--- src/rtl/eth_mac_tx_if.sv ---
// Byte-stream handshake between the header/payload generators and the MAC framer.
//   in_data  : frame byte (DA first, no preamble/FCS)
//   in_valid : in_data valid
//   in_last  : final frame byte, qualified by in_valid
//   in_ready : framer accepts in_data this cycle
// master = byte source, slave = framer.
interface eth_mac_tx_if;
  logic [7:0] in_data;
  logic       in_valid;
  logic       in_last;
  logic       in_ready;

  modport master (output in_data, output in_valid, output in_last, input in_ready);
  modport slave  (input in_data, input in_valid, input in_last, output in_ready);
endinterface

--- src/rtl/eth_mac_tx.sv ---
// MAC transmit framer: wraps an incoming byte stream with preamble/SFD, pads short frames
// with zeros, appends the CRC-32 FCS (LS byte first) and enforces an inter-frame gap.
// Ports:
//   clk, rst      : byte clock, asynchronous active-high reset
//   in_if (slave) : in_data/in_valid/in_last/in_ready byte stream
//   tx_data/valid : GMII-style byte stream to rgmii_tx
//   busy          : framer not idle
//   frame_done    : pulse while the last FCS byte is on tx_data
//   err_underrun  : pulse when the source stalls mid-frame (frame abandoned)
//   err_oversize  : pulse when the frame grows past MAX_FRAME bytes
//   frame_count   : frames completed with FCS, wrapping
module eth_mac_tx #(
  parameter int unsigned MIN_FRAME = 60,
  parameter int unsigned MAX_FRAME = 1514,
  parameter int unsigned PREAMBLE  = 7,
  parameter int unsigned IFG_BYTES = 12
) (
  input  logic               clk,
  input  logic               rst,
  eth_mac_tx_if.slave        in_if,
  output logic [7:0]         tx_data,
  output logic               tx_valid,
  output logic               busy,
  output logic               frame_done,
  output logic               err_underrun,
  output logic               err_oversize,
  output logic [15:0]        frame_count
);

  localparam logic [2:0] StIdle = 3'd0;
  localparam logic [2:0] StPre  = 3'd1;
  localparam logic [2:0] StSfd  = 3'd2;
  localparam logic [2:0] StData = 3'd3;
  localparam logic [2:0] StPad  = 3'd4;
  localparam logic [2:0] StFcs  = 3'd5;
  localparam logic [2:0] StIfg  = 3'd6;

  logic [2:0]  state_q, state_d;
  logic [7:0]  cnt_q, cnt_d;            // preamble index, FCS byte index or IFG count
  logic [15:0] byte_cnt_q, byte_cnt_d;
  logic [31:0] crc_q, crc_d;
  logic [7:0]  tx_data_q, tx_data_d;
  logic        tx_valid_q, tx_valid_d;
  logic        in_ready_q, in_ready_d;
  logic        busy_q, busy_d;
  logic        frame_done_q, frame_done_d;
  logic        err_underrun_q, err_underrun_d;
  logic        err_oversize_q, err_oversize_d;
  logic [15:0] frame_count_q, frame_count_d;

  logic [16:0] byte_cnt_inc;
  logic [15:0] byte_cnt_sat;
  logic [31:0] fcs_word;

  function automatic logic [31:0] crc_byte(input logic [31:0] c, input logic [7:0] b);
    logic [31:0] r;
    r = c ^ {24'h0, b};
    for (int i = 0; i < 8; i++) begin
      r = r[0] ? ((r >> 1) ^ 32'hEDB8_8320) : (r >> 1);
    end
    return r;
  endfunction

  assign byte_cnt_inc = {1'b0, byte_cnt_q} + 17'd1;
  assign byte_cnt_sat = (byte_cnt_q == 16'hFFFF) ? byte_cnt_q : byte_cnt_inc[15:0];
  assign fcs_word     = ~crc_q;

  always_comb begin
    state_d        = state_q;
    cnt_d          = cnt_q;
    byte_cnt_d     = byte_cnt_q;
    crc_d          = crc_q;
    tx_data_d      = 8'h00;
    tx_valid_d     = 1'b0;
    in_ready_d     = 1'b0;
    frame_done_d   = 1'b0;
    err_underrun_d = 1'b0;
    err_oversize_d = 1'b0;
    frame_count_d  = frame_count_q;

    case (state_q)
      StIdle: begin
        crc_d      = 32'hFFFF_FFFF;
        byte_cnt_d = 16'h0;
        cnt_d      = 8'd0;
        // The waiting byte is not consumed here; it is taken once DATA raises in_ready.
        if (in_if.in_valid) begin
          state_d    = StPre;
          tx_valid_d = 1'b1;
          tx_data_d  = 8'h55;
          cnt_d      = 8'd1;
        end
      end
      StPre: begin
        tx_valid_d = 1'b1;
        tx_data_d  = 8'h55;
        if (cnt_q == 8'(PREAMBLE - 1)) state_d = StSfd;
        else                           cnt_d   = cnt_q + 8'd1;
      end
      StSfd: begin
        // Raise in_ready while SFD is on the wire so the first frame byte follows directly.
        tx_valid_d = 1'b1;
        tx_data_d  = 8'hD5;
        in_ready_d = 1'b1;
        state_d    = StData;
      end
      StData: begin
        if (in_if.in_valid) begin
          tx_valid_d     = 1'b1;
          tx_data_d      = in_if.in_data;
          crc_d          = crc_byte(crc_q, in_if.in_data);
          byte_cnt_d     = byte_cnt_sat;
          err_oversize_d = (byte_cnt_q == 16'(MAX_FRAME));
          if (in_if.in_last) begin
            cnt_d   = 8'd0;
            state_d = (byte_cnt_inc < 17'(MIN_FRAME)) ? StPad : StFcs;
          end else begin
            in_ready_d = 1'b1;
          end
        end else begin
          // Frame abandoned: no FCS, the IFG cycle already counts as idle.
          err_underrun_d = 1'b1;
          state_d        = StIfg;
          cnt_d          = 8'd1;
        end
      end
      StPad: begin
        tx_valid_d = 1'b1;
        crc_d      = crc_byte(crc_q, 8'h00);
        byte_cnt_d = byte_cnt_sat;
        if (byte_cnt_inc >= 17'(MIN_FRAME)) begin
          state_d = StFcs;
          cnt_d   = 8'd0;
        end
      end
      StFcs: begin
        tx_valid_d = 1'b1;
        tx_data_d  = fcs_word[{cnt_q[1:0], 3'b000} +: 8];
        cnt_d      = cnt_q + 8'd1;
        if (cnt_q[1:0] == 2'd3) begin
          // First IFG cycle still shows the last FCS byte, hence the count starts at 0.
          state_d       = StIfg;
          cnt_d         = 8'd0;
          frame_done_d  = 1'b1;
          frame_count_d = frame_count_q + 16'd1;
        end
      end
      StIfg: begin
        if (cnt_q == 8'(IFG_BYTES)) state_d = StIdle;
        else                        cnt_d   = cnt_q + 8'd1;
      end
      default: state_d = StIdle;
    endcase

    busy_d = (state_d != StIdle);
  end

  always_ff @(posedge clk or posedge rst) begin
    if (rst) begin
      state_q        <= StIdle;
      cnt_q          <= 8'd0;
      byte_cnt_q     <= 16'h0;
      crc_q          <= 32'hFFFF_FFFF;
      tx_data_q      <= 8'h00;
      tx_valid_q     <= 1'b0;
      in_ready_q     <= 1'b0;
      busy_q         <= 1'b0;
      frame_done_q   <= 1'b0;
      err_underrun_q <= 1'b0;
      err_oversize_q <= 1'b0;
      frame_count_q  <= 16'h0;
    end else begin
      state_q        <= state_d;
      cnt_q          <= cnt_d;
      byte_cnt_q     <= byte_cnt_d;
      crc_q          <= crc_d;
      tx_data_q      <= tx_data_d;
      tx_valid_q     <= tx_valid_d;
      in_ready_q     <= in_ready_d;
      busy_q         <= busy_d;
      frame_done_q   <= frame_done_d;
      err_underrun_q <= err_underrun_d;
      err_oversize_q <= err_oversize_d;
      frame_count_q  <= frame_count_d;
    end
  end

  assign in_if.in_ready = in_ready_q;
  assign tx_data        = tx_data_q;
  assign tx_valid       = tx_valid_q;
  assign busy           = busy_q;
  assign frame_done     = frame_done_q;
  assign err_underrun   = err_underrun_q;
  assign err_oversize   = err_oversize_q;
  assign frame_count    = frame_count_q;

endmodule
--- src/flat_wrapper.sv ---
// flat-port wrapper written by rule: the top's interface ports become plain ports
module eth_mac_tx_flat 
#(
  parameter int unsigned MIN_FRAME = 60,
  parameter int unsigned MAX_FRAME = 1514,
  parameter int unsigned PREAMBLE  = 7,
  parameter int unsigned IFG_BYTES = 12
)
  (clk, rst, tx_data, tx_valid, busy, frame_done, err_underrun, err_oversize, frame_count, in_if_in_data, in_if_in_valid, in_if_in_last, in_if_in_ready);
  eth_mac_tx_if in_if_i ();
  input  logic clk;
  input  logic rst;
  output logic [7:0] tx_data;
  output logic tx_valid;
  output logic busy;
  output logic frame_done;
  output logic err_underrun;
  output logic err_oversize;
  output logic [15:0] frame_count;
  input wire logic [$bits(in_if_i.in_data)-1:0] in_if_in_data;
  input wire logic [$bits(in_if_i.in_valid)-1:0] in_if_in_valid;
  input wire logic [$bits(in_if_i.in_last)-1:0] in_if_in_last;
  output wire logic [$bits(in_if_i.in_ready)-1:0] in_if_in_ready;
  assign in_if_i.in_data = in_if_in_data;
  assign in_if_i.in_valid = in_if_in_valid;
  assign in_if_i.in_last = in_if_in_last;
  assign in_if_in_ready = in_if_i.in_ready;
  eth_mac_tx #(.MIN_FRAME(MIN_FRAME), .MAX_FRAME(MAX_FRAME), .PREAMBLE(PREAMBLE), .IFG_BYTES(IFG_BYTES)) u_core (.clk(clk), .rst(rst), .in_if(in_if_i), .tx_data(tx_data), .tx_valid(tx_valid), .busy(busy), .frame_done(frame_done), .err_underrun(err_underrun), .err_oversize(err_oversize), .frame_count(frame_count));
endmodule
--- config.mk ---
export PLATFORM = sky130hd
export DESIGN_NAME = eth_mac_tx_flat
export DESIGN_NICKNAME = d
export VERILOG_FILES = /design/src/rtl/eth_mac_tx_if.sv /design/src/rtl/eth_mac_tx.sv /design/src/flat_wrapper.sv
export SDC_FILE = /design/constraint.sdc
export NUM_CORES = 1
export LEC_CHECK = 0
export CORE_ASPECT_RATIO = 1.2
export CORE_UTILIZATION = 42
export CTS_CLUSTER_DIAMETER = 120
export DETAILED_ROUTE_END_ITERATION = 7
export GPL_TIMING_DRIVEN = 0
export PLACE_DENSITY = 0.59
export SYNTH_ARGS = -nofsm -noshare
export SYNTH_HDL_FRONTEND = slang
export SYNTH_SLANG_ARGS = --single-unit
--- constraint.sdc ---
create_clock -name clk -period 3.3 [get_ports clk]
set_input_delay 0.495 -clock clk [delete_from_list [all_inputs] [get_ports clk]]
set_output_delay 0.495 -clock clk [all_outputs]
set_load 0.02 [all_outputs]
**Yosys cells after proc, flatten, opt, wreduce, memory -nomap -nowiden**

Cells that the tools add are included.
W data, S select, Z words.

- Bits in registers: 89
- Input port bits: 12
- Output and inout bits: 30
- Word-level logic and storage cells: 113

- Add/subtract/negate cells: 3
- Magnitude comparators: 2
- Eq/ne operators: 16
- Shifts and indexed selects: 1
- Muxes and demuxes: 52
- Bitwise operators: 18
- Reduce and logical (&&, ||, !) cells: 9

Operators with widths:

| operator | count |
|---|---|
| $mux W32 | 17 |
| $not A13 Y14 | 16 |
| $pmux W32 S3 | 1 |
| $mux W8 | 7 |
| $pmux W16 S3 | 1 |
| $pmux W8 S6 | 1 |
| $pmux W8 S5 | 1 |
| $mux W16 | 2 |
| $not A32 Y32 | 1 |
| $shiftx A32 B6 Y8 | 1 |
| $xor A32 B8 Y32 | 1 |
| $mux W3 | 7 |
| $pmux W3 S7 | 1 |
| $add A16 B1 Y17 const B | 1 |
| $ge A17 B6 Y1 const B | 1 |
| $lt A17 B6 Y1 const B | 1 |
| $add A16 B1 Y16 const B | 1 |
| $eq A16 B11 Y1 const B | 1 |
| $eq A16 B16 Y1 const B | 1 |
| $mux W1 | 11 |
| $eq A3 B3 Y1 const B | 3 |
| $add A8 B1 Y8 const B | 1 |
| $eq A8 B3 Y1 const B | 1 |
| $eq A8 B4 Y1 const B | 1 |
| other kinds (15) | 21 |

**Depth between registers and ports, before layout**

Gate-level depths: netlist (run 1).

- Word-level depth: 19
- Mapped depth: 9

**Least setup slack after synthesis (run 1)**

Ideal clock, no wire load.

- Kind: reg2reg
- Start point: register u_core.byte_cnt_q[0]
- End point: register u_core.busy_q, in the netlist u_core.busy
- Library setup time: 0.131 ns
- Arrival time: 2.216 ns
- Data required time: 3.169 ns
- Path slack: 0.953 ns
- Stages on the path, launching flop included: 9
- Period minus slack after synthesis: 2.347 ns
- Path through: dfrtp_1 ha_1 and4_4 buf_6 a311oi_1 a31oi_1 a2111oi_4 a21oi_2 or3_1

- Word-level cells in the longest chain between the ends: 7
- Elaborated cells between the ends (all ways): 9

Ends and longest elaborated chain:

| item | RTL line | source |
|---|---|---|
| start, declared | eth_mac_tx.sv:40 | `logic [15:0] byte_cnt_q, byte_cnt_d;` |
| start signal, assigned | eth_mac_tx.sv:175 | `byte_cnt_q <= byte_cnt_d;` |
| $add A16 B1 Y17 (*) | eth_mac_tx.sv:64 | `assign byte_cnt_inc = {1'b0, byte_cnt_q} + 17'd1;` |
| $lt A17 B6 Y1 | eth_mac_tx.sv:116 | `state_d = (byte_cnt_inc < 17'(MIN_FRAME)) ? StPad : StFcs;` |
| $mux W1 | eth_mac_tx.sv:116 |  |
| $mux W3 | eth_mac_tx.sv:114 | `if (in_if.in_last) begin` |
| $mux W3 | eth_mac_tx.sv:108 | `if (in_if.in_valid) begin` |
| $pmux W3 S7 (*) | eth_mac_tx.sv:81 | `case (state_q)` |
| net u_core.state_d[0] | eth_mac_tx.sv:38 | `logic [2:0] state_q, state_d;` |
| $reduce_bool A3 Y1 (*) | eth_mac_tx.sv:155 | `busy_d = (state_d != StIdle);` |
| net u_core.busy_d | eth_mac_tx.sv:45 | `logic busy_q, busy_d;` |
| end signal, assigned | eth_mac_tx.sv:180 | `busy_q <= busy_d;` |
| end, declared | eth_mac_tx.sv:45 |  |

The timed path passes the listed nets; every way through them passes the cells marked *.
A chain may end at the register's enable or synchronous reset.

**Final worst setup path (run 1)**

- Start point: register u_core.cnt_q[1]
- End point: register u_core.cnt_q[3]

- Word-level cells in the longest chain between the ends: 3
- Elaborated cells between the ends (all ways): 11

Ends and longest elaborated chain:

| item | RTL line | source |
|---|---|---|
| start, declared | eth_mac_tx.sv:39 | `logic [7:0] cnt_q, cnt_d;` |
| start signal, assigned | eth_mac_tx.sv:174 | `cnt_q <= cnt_d;` |
| $add A8 B1 Y8 (tied with other cells) | eth_mac_tx.sv:98, eth_mac_tx.sv:139, eth_mac_tx.sv:150 |  |
| $mux W8 (tied with other cells) | eth_mac_tx.sv:149 | `if (cnt_q == 8'(IFG_BYTES)) state_d = StIdle;` |
| $pmux W8 S6 / $reduce_and A5 Y1 (equally long branches) | - |  |

Several ways; a longest one is shown, not always the timed one. The select of a mux whose other input is x is not followed.

==> impl_metrics.yaml, run 1 <==
detailed_routing:
  ant_nets: 0
  drc: 0
  drt-wirelength-per-cell_um: 18.9
  drtIter0Drc: 473
  via_per_inst: 5.69
  routed-via-count: 5428
  routed_wl_mm: 18.1
  drt_first_pass_iters: 5
synthesis:
  netlist_area_um2: 6430
  yosys_register_bits: 89
  ys_seq_area_share_pct: 35.3
  synth_ff_type: "dfrtp_1"
  synth_edf_count: 0
  synth_nets: 716
  avgSynthCellArea_um2: 9.23
  yosysWarningCount: 0
  syn_inst: 697
  ys_async_sr_fraction_pct: 100
  yosys.cell_types.count: 66
grt:
  grt_pass1_wl_mm: 28.9
  gr-usage-all-layers_pct: 24.2
  grt-ovfl-total: 0
  grt_pass1_vias: 5328
  grt_max_degree: 68
  antenna_found_initial: 0
timing:
  rsz0062_at_grt: "no"
  setup_viol_count_final: 0
  fin_crit_sh_pct: 91.8
  period_needed_ns: 3.03
  clock_skew_ns: 0.0128
  slew_viol_final: 0
  max_slew_margin_pct: 38.3
  setup_ws_ns: 0.269
  final-hold-violation-count: 0
  worstMarginPinSlew_ns: 0.925
  max_freq_mhz: 330
  tns_ns: 0
clocking:
  clk_latency_ns: 0.35
  clockBufferDepth: 2
  cts_root_buf: "clkbuf_16"
  htreeDepth: 3
  cts_setup_buffers: 0
  path_clk_slew_ns: 0.07
  holdBufCountCts: 0
  clock-sinks: 89
  cts_tree: "built"
  numCtsBuffers: 9
final_layout:
  fin_util_pct: 49.5
  layout_common_cells: "xnor2_1 (93), nor2_1 (65), dfrtp_1 (57)"
  fin_area_um2: 7400
  final_common_cell: "xnor2_1"
  area_growth_syn_to_layout_pct: 15.0
  finalNetCount: 764
  drive_above_1_share_pct: 13.7
  diodes: 0
  fin_cells: 954
die:
  boundaryPins: 42
  initial_core_util_pct: 43.0
  dieWidth_um: 115
  std_cell_rows: 49
  fp.coreArea_um2: 15000
  die_area_um2: 15800
  die_h_um: 138
placed_design:
  dp_hpwl_mm: 13.1
  dp_slack_ns: 0.164
  port_buffers: 36
  dpl.cell_count: 938
  dpl_cell_area_um2: 7080
  gp_congestion: 0.884
power_and_ir_drop:
  total_leakage_power_uw: 0.00283
  peakVddDrop_mv: 0.393
  power_density_nw_per_um2: 1210
setup_path:
  worstSetupPathType: "flip-flop to flip-flop"
  path_buf_inv: 3
  cp_slowest_cell: "buf_1"
  max_stage_delay_ns: 0.72
  path_max_fanout: 10
  crit_family: "buffers and inverters"
  required_ns: 3.54
  cp-end-kind: "flip-flop"
  worstSetupStartpointType: "flip-flop"
  critical_path_arrival_ns: 3.27
  path_cells: "buf_1, inv_1, ha_1, a31oi_1, nor2_1, nor3_1, clkbuf_1, mux2i_1, nand3_1"
worst_hold_path:
  hold_class: "primary input to asynchronous set/reset pin"
flow_run:
  drv_cap: 0
outcome:
  outcome: "finished, final reports clean"
[path summary, 6_finish.rpt]
kind	startpoint	to	slack [ns]	cells after the start
max	u_core.cnt_q[1]$_DFFE_PP0P_	u_core.cnt_q[3]$_DFFE_PP0P_	0.27	9
min	rst	u_core.frame_count[11]$_DFFE_PP0P_	0.47	2
max reg2reg	u_core.cnt_q[1]$_DFFE_PP0P_	u_core.cnt_q[3]$_DFFE_PP0P_	0.27	9
min reg2reg	u_core.frame_count[15]$_DFFE_PP0P_	u_core.frame_count[15]$_DFFE_PP0P_	0.47	1
max in group asynchronous	rst	u_core.crc_q[27]$_DFFE_PP1P_	2.16	3
min in group clk	u_core.frame_count[15]$_DFFE_PP0P_	u_core.frame_count[15]$_DFFE_PP0P_	0.47	1
[per-layer routing]
metal	GRT usage, %	routed length, µm	up-vias
li1	-	-	2544
met1	30.5	7610	2678
met2	41.3	8990	166
met3	3.21	919	40
met4	10.5	532	0
met5	0	0	-
[final cells by class]
class	instances	area, µm²
multi-input cells	542	3840
inverters	10	40.0
clock buffers	10	229
flip-flops and latches	89	2270
fillers	1457	7560
well taps	204	255
repair buffers	37	388
clock inverters	6	91.3
plain buffers	56	287
[kinds of logic after synthesis]
family,after synthesis,synth area share [%]
AOI/OAI and AO/OA,159,15.8
xor gates and xnor gates,147,22.2
adders and majority gates,7,1.36
buffers and inverters,66,5.02
DFF,89,35.3
muxes,11,3.31
and+or+nand+nor,218,17.1
[power by group]
| group | switching [µW] | internal (µW) |
|---|---|---|
| clock network | 472 | 669 |
| logic | 3330 | 2640 |
| registers | 296 | 1570 |
[cells in the mapped netlist, types with 5 or more instances]
| cell | number | area share [%] |
|---|---|---|
| dfrtp_1 | 57 | 22 |
| buf_4 | 7 | 0.82 |
| xor2_1 | 42 | 5.7 |
| nand3_1 | 20 | 1.6 |
| o221ai_1 | 5 | 0.68 |
| nand2b_1 | 11 | 1.1 |
| buf_6 | 5 | 0.88 |
| and3_1 | 9 | 0.88 |
| nand2_1 | 44 | 2.6 |
| inv_1 | 10 | 0.58 |
| and2_1 | 10 | 0.97 |
| o22ai_1 | 13 | 1.3 |
| o31ai_1 | 6 | 0.70 |
| clkbuf_1 | 32 | 1.9 |
| mux4_2 | 8 | 2.8 |
| buf_2 | 8 | 0.62 |
| nor4_1 | 7 | 0.68 |
| a21oi_1 | 44 | 3.4 |
| o21ai_0 | 42 | 3.3 |
| nor2_1 | 65 | 3.8 |
| nor3_1 | 8 | 0.62 |
| xnor2_2 | 6 | 1.5 |
| nor2b_1 | 7 | 0.68 |
| a31oi_1 | 8 | 0.78 |
| ha_1 | 7 | 1.4 |
| nand4_1 | 15 | 1.5 |
| xnor2_1 | 93 | 13 |
| dfstp_2 | 32 | 13 |
| a221oi_1 | 9 | 1.2 |
[per-stage QoR]
| stage | hold WS (ns) | total power [µW] |
|---|---|---|
| 2_1_floorplan | 0.474 | 6470 |
| 3_3_place_gp | 0.463 | 7640 |
| 3_5_place_dp | 0.462 | 7750 |
| 4_1_cts | 0.475 | 8930 |
| 5_1_grt | 0.482 | 9550 |
| 6_report | 0.469 | 8980 |
[state kept, by name, indices dropped and copies added (netlist names), 3 cells and up]
signal,flops
u_core.crc_q,32
u_core.byte_cnt_q,16
u_core.state_q,3
u_core.frame_count,16
u_core.tx_data,8
u_core.cnt_q,8
[repair_timing]
| action | 4_1_cts | 5_1_grt |
|---|---|---|
| endpoints found under the hold margin | 0 | 0 |
| setup endpoints to repair | 0 | 4 |
| gates resized for setup | 0 | 2 |
[worst reg2reg max path, cell delays in order, from the launching register on]
cell	delay [ns]
dfrtp_1	0.43
buf_1	0.72
inv_1	0.20
ha_1	0.24
a31oi_1	0.25
nor2_1	0.11
nor3_1	0.24
clkbuf_1	0.40
mux2i_1	0.24
nand3_1	0.09
No activity file was read; power rests on OpenSTA's default activity.
==> inputs of run 2 (changes only) <==
--- a/config.mk
+++ b/config.mk
@@ -10,7 +10,8 @@
 export CTS_CLUSTER_DIAMETER = 120
 export DETAILED_ROUTE_END_ITERATION = 7
 export GPL_TIMING_DRIVEN = 0
-export PLACE_DENSITY = 0.59
+export MAX_ROUTING_LAYER = met4
+export PLACE_DENSITY = 0.61
 export SYNTH_ARGS = -nofsm -noshare
 export SYNTH_HDL_FRONTEND = slang
 export SYNTH_SLANG_ARGS = --single-unit
==> constraint.sdc (replaced) <==
create_clock -name clk -period 2.5 [get_ports clk]
set_input_delay 0.375 -clock clk [delete_from_list [all_inputs] [get_ports clk]]
set_output_delay 0.375 -clock clk [all_outputs]
set_load 0.02 [all_outputs]
==> run 2 against run 1 <==
Register-to-register slack got worse by 0.19 ns; routed wire length increased by 1.6%; sequential cell count unchanged; global-route usage increased by 1.1 points; final cell count increased by 0.63%; die area unchanged; hold slack got worse by 0.061 ns; largest cell class unchanged; setup slack got worse by 0.19 ns; utilization increased by 0.87 points.
==> impl_metrics.yaml, run 2 (synthesis results as in run 1) <==
die:
  dieWidth_um: 115
  die_area_um2: 15800
  initial_core_util_pct: 43.0
  boundaryPins: 42
  std_cell_rows: 49
  die_h_um: 138
  fp.coreArea_um2: 15000
timing:
  final-hold-violation-count: 0
  max_freq_mhz: 414
  setup_viol_count_final: 0
  fin_crit_sh_pct: 96.6
  clock_skew_ns: 0.0122
  slew_viol_final: 0
  max_slew_margin_pct: 53.0
  worstMarginPinSlew_ns: 0.700
  period_needed_ns: 2.42
  hold_slack_ns: 0.408
setup_path:
  required_ns: 2.78
  worstSetupPathType: "flip-flop to flip-flop"
  critical_path_arrival_ns: 2.69
  cp-end-kind: "flip-flop"
  path_max_fanout: 10
  worstSetupStartpointType: "flip-flop"
detailed_routing:
  routed-via-count: 5502
  ant_nets: 0
  drc: 0
  drt_first_pass_iters: 5
  drtIter0Drc: 402
  via_per_inst: 5.73
  drt-wirelength-per-cell_um: 19.1
  routed_wl_mm: 18.3
power_and_ir_drop:
  pwr-share-clk_pct: 11.2
  p_seq_share_pct: 20.6
  peakVddDrop_mv: 0.540
  sw_frac_of_total_pct: 46.2
  total_leakage_power_uw: 0.00289
  switchingPower_uw: 5540
  p_comb_share_pct: 68.2
  total_power_uw: 12000
  p_int_uw: 6450
  power_density_nw_per_um2: 1590
placed_design:
  gp_congestion: 0.885
  dp_hpwl_mm: 13.3
  dpl.cell_count: 939
  port_buffers: 36
clocking:
  clockBufferDepth: 2
  htreeDepth: 3
  cts_root_buf: "clkbuf_16"
  path_clk_slew_ns: 0.07
  cts_tree: "built"
  numCtsBuffers: 9
  clk_latency_ns: 0.35
  clock-sinks: 89
  holdBufCountCts: 0
final_layout:
  diodes: 0
  finalNetCount: 770
  drive_above_1_share_pct: 17.3
  largest-register: "u_core.crc_q"
  final_common_cell: "xnor2_1"
  area_growth_syn_to_layout_pct: 17.1
  fin_cells: 960
  layout_common_cells: "xnor2_1 (92), nor2_1 (65), dfrtp_1 (55)"
  largest_reg_flops: 32
grt:
  grt_pass1_vias: 5371
  grt_max_degree: 38
  grt-ovfl-total: 0
  gr-usage-all-layers_pct: 25.2
  grt_pass1_wl_mm: 29.5
  antenna_found_initial: 0
flow_run:
  drv_cap: 0
worst_hold_path:
  hold_class: "primary input to flip-flop"
outcome:
  outcome: "finished, final reports clean"
[run 2: cell types whose count changed in the layout (fill, tap and decap cells not counted), moves of 3 or more]
cell / change
clkbuf_2: +6
clkinv_4: +3
clkbuf_1: -13
buf_4: +8
[run 2: worst paths after layout]
path / depth (start not counted) / endpoint / slack, ns / startpoint
setup / recovery: 6 / u_core.crc_q[24]$_DFFE_PP1P_ / 0.08 / u_core.state_q[0]$_DFF_PP0_
hold / removal: 2 / u_core.crc_q[11]$_DFFE_PP1P_ / 0.41 / in_if_in_data[3]
setup reg to reg: 6 / u_core.crc_q[24]$_DFFE_PP1P_ / 0.08 / u_core.state_q[0]$_DFF_PP0_
hold reg to reg: 1 / u_core.frame_count[15]$_DFFE_PP0P_ / 0.47 / u_core.frame_count[15]$_DFFE_PP0P_
max in group asynchronous: 4 / u_core.crc_q[7]$_DFFE_PP1P_ / 1.20 / rst
min in group asynchronous: 2 / u_core.frame_count[15]$_DFFE_PP0P_ / 0.43 / rst
[run 2: layout make-up]
cell class / count / area (µm²)
plain buffers: 54 / 305
clock buffers: 10 / 239
clock inverters: 6 / 52.6
fillers: 1452 / 7430
inverters: 10 / 41.3
multi-input cells: 542 / 3910
flip-flops and latches: 89 / 2270
well taps: 204 / 255
repair buffers: 45 / 453
[run 2: per-stage QoR]
| step | area (µm²) | utilization [%] | setup TNS (ns) | worst slack (ns) |
|---|---|---|---|---|
| final | 7530 | 50.3 | 0 | 0.0841 |
| after global routing | 7530 | 50.3 | -0.0147 | -0.0147 |
| after CTS | 7430 | 49.6 | 0 | 0.0113 |
| after detailed placement | 7090 | 47.4 | -11.57 | -0.665 |
| after global placement | 7050 | 47.1 | -11.70 | -0.669 |
| after floorplan | 6430 | - | 0 | 0.153 |
[run 2: power by group through the flow]
stage	sequential [µW]	clock, µW	combinational (µW)
floorplan	2450	0	6090
global placement	2470	0	7640
detailed placement	2490	0	7780
CTS	2470	1370	7910
global route	2520	1430	8820
finish	2460	1350	8180
[run 2: worst max-delay path, cell delays in order (launching register included)]
cell	delay [ns]
dfrtp_1	0.44
clkbuf_1	0.25
or3b_2	0.53
nand2_1	0.15
clkbuf_1	0.53
o221ai_1	0.28
o21a_1	0.17
[run 2: what timing repair did]
| item | in CTS | in global routing |
|---|---|---|
| resized for setup | 19 | 23 |
| pin swaps | 1 | 2 |
| setup endpoints to repair | 42 | 46 |
| setup buffers | 1 | 6 |
[run 2: metal layers]
layer / GRT usage [%] / part of all wire, % / vias to the layer above
li1: - / - / 2562
met1: 30.9 / 42 / 2697
met2: 41.6 / 50 / 207
met3: 3.87 / 5.4 / 36
met4: 10.5 / 2.6 / 0
met5: - / 0 / -
==> RTL change, RTL diff (settings of run 1) <==
Take the reset off `tx_data_q` and load it in a clocked block of its own.
--- a/src/rtl/eth_mac_tx.sv
+++ b/src/rtl/eth_mac_tx.sv
@@ -161,7 +161,6 @@
       cnt_q          <= 8'd0;
       byte_cnt_q     <= 16'h0;
       crc_q          <= 32'hFFFF_FFFF;
-      tx_data_q      <= 8'h00;
       tx_valid_q     <= 1'b0;
       in_ready_q     <= 1'b0;
       busy_q         <= 1'b0;
@@ -174,7 +173,6 @@
       cnt_q          <= cnt_d;
       byte_cnt_q     <= byte_cnt_d;
       crc_q          <= crc_d;
-      tx_data_q      <= tx_data_d;
       tx_valid_q     <= tx_valid_d;
       in_ready_q     <= in_ready_d;
       busy_q         <= busy_d;
@@ -183,6 +181,10 @@
       err_oversize_q <= err_oversize_d;
       frame_count_q  <= frame_count_d;
     end
+  end
+
+  always_ff @(posedge clk) begin
+    tx_data_q <= tx_data_d;
   end
 
   assign in_if.in_ready = in_ready_q;
Function: changed (Yosys sat finds a counterexample within 4 cycles, from zero or initial values and one cycle with rst high).
==> RTL change against run 1 <==
Routed wire length grew 0.25%; sequential share of layout area shrank 0.28 points; critical path type unchanged; design area shrank 0.86%; sequential cell count is the same; clock power shrank 8%; hold slack gained 0.0014 ns; critical endpoint unchanged; area after synthesis shrank 0.62%; maximum frequency grew 3.6%; worst setup slack gained 0.11 ns; total power shrank 1.0%; highest routed layer unchanged; largest power group unchanged; global-route usage is essentially flat.
==> RTL change: results (changes against run 1) <==
stage,metric,value,unit,change
route,vias,5425,,-0.055%
timing,final worst setup slack,0.376,ns,+0.107 ns
setup_path,critical path class,register to register,,
global_route,number of global-route vias before repair,5186,,-2.7%
global_route,first-pass GRT wire length,28.4,mm,-1.5%
setup_path,R2R depth,9,,unchanged
global_route,met1 Use GR,0.285,,-0.0193
route,uppermost layer routed,met4,,
synth,Most used DFF post-synth,dfrtp_1,,
synth,Synth area leaders,"dfrtp_1 (19%), dfstp_2 (13%), xnor2_1 (13%)",,
synth,"Seq/Total Area, Yosys",0.348,,-0.00406
synth,syn nets,716,,unchanged
setup_path,CP arrival,3.16,ns,-0.11 ns
route,DRT iter0 DRCs,409,,-14%
setup_path,CP max stage cell,buf_1,,
cts,clk_lat worst skew,0.36,ns,
cts,CTS H-tree lvls,3,,unchanged
min_path,Min-Delay Path Class,register to register,,
cts,TritonCTS Buffers,9,,unchanged
synth,ys async rst share,0.910,,-0.0899
cts,Root Driver,clkbuf_16,,
placement,Routability Congestion,0.928,,+5.0%
final_layout,max reg flops,32,,unchanged
global_route,met3 global-route usage,0.0443,,+0.0122
global_route,grt met2 use,0.419,,+0.00587
placement,Final HPWL DP,13.3,mm,+1.1%
power,Lkg Pwr,2.78,nW,-1.8%
synth,synth cell count leaders,"xnor2_1 (93), nor2_1 (65), dfrtp_1 (49)",,
synth,Yosys warnings,0,,unchanged
final_layout,diode count,0,,unchanged
global_route,largest net degree at the start of global routing,56,,-18%
min_path,WHS Path Cells,1,,
cts,CTS Hold Bufs,0,,unchanged
final_layout,share of cells above drive strength 1,0.137,,unchanged
timing,Worst Clk Skew,0.0100,ns,-0.00278 ns
setup_path,CP top delay family,buffers and inverters,,
cts,CTS Buffer Depth,2,,unchanged
power,worst vdd ir,0.424,mV,+7.9%
route,final WL,18.1,mm,+0.25%
final_layout,Filler cells,1432,,-1.7%
route,router iterations before antenna repair,5,,unchanged
route,M1 WL,7.34,mm,-3.5%
final_layout,Final #Nets,764,,unchanged
setup_path,Worst path max stage delay,0.63,ns,-0.09 ns
synth,count of cell types in the netlist,67,,+1.5%
timing,Worst Tran Pin Value,0.790,ns,-0.136 ns
min_path,Hold EP,u_core.frame_count[15]$_DFFE_PP0P_,,
route,DR WL met2,9.15,mm,+1.7%
placement,pre-CTS setup slack,0.222,ns,+0.0580 ns
global_route,total track usage,0.242,,about the same
route,met3 WL,869,um,-5.4%
outcome,outcome,completed,,
-- RTL change: report_power, final --
part | internal [W] | switching [W] | leakage, nW
registers | 0.00157 | 0.000315 | 1.07
clock network | 0.000590 | 0.000462 | 0.139
logic | 0.00264 | 0.00331 | 1.57
-- RTL change: worst reg2reg max path, stage by stage, from the launching register on --
cell	delay [ns]
dfrtp_1	0.43
buf_1	0.63
inv_1	0.18
ha_1	0.24
a31oi_1	0.25
nor2_1	0.11
nor3_1	0.22
clkbuf_1	0.42
mux2i_1	0.24
nand3_1	0.10
-- RTL change: cell families after synthesis --
group	count (synthesis)	synth area share
XOR/XNOR	147	0.224
adder cells (fa/ha/maj)	7	0.0137
AND/OR/NAND/NOR	218	0.172
AO/OA/AOI/OAI	159	0.159
flip-flops	89	0.348
buffers and inverters	66	0.0505
multiplexers	11	0.0333
-- RTL change: through the flow --
step,power [W],cell area [um2],utilization,cells,hold WS [ns]
4_1_cts,0.00890,7330,0.492,954,0.475
5_1_grt,0.00951,7330,0.492,954,0.497
2_1_floorplan,0.00647,6390,-,697,0.474
6_report,0.00889,7330,0.492,954,0.470
3_5_place_dp,0.00779,7040,0.472,938,0.463
3_3_place_gp,0.00768,7010,0.470,937,0.460
-- RTL change: final cells by class --
class / instances / area [um2] / share of cell area
Multi-Input combinational cell: 542 / 3840 / 0.524
Sequential cell: 89 / 2230 / 0.304
Timing Repair Buffer: 37 / 388 / 0.0529
Buffer: 56 / 287 / 0.0391
Tap cell: 204 / 255 / 0.0348
Clock buffer: 10 / 229 / 0.0312
Clock inverter: 6 / 67.6 / 0.00921
Inverter: 10 / 40.0 / 0.00546
-- RTL change: timing repair --
action	CTS	global route
resized for setup	0	2
setup endpoints to repair	0	4
buffers inserted	0	0
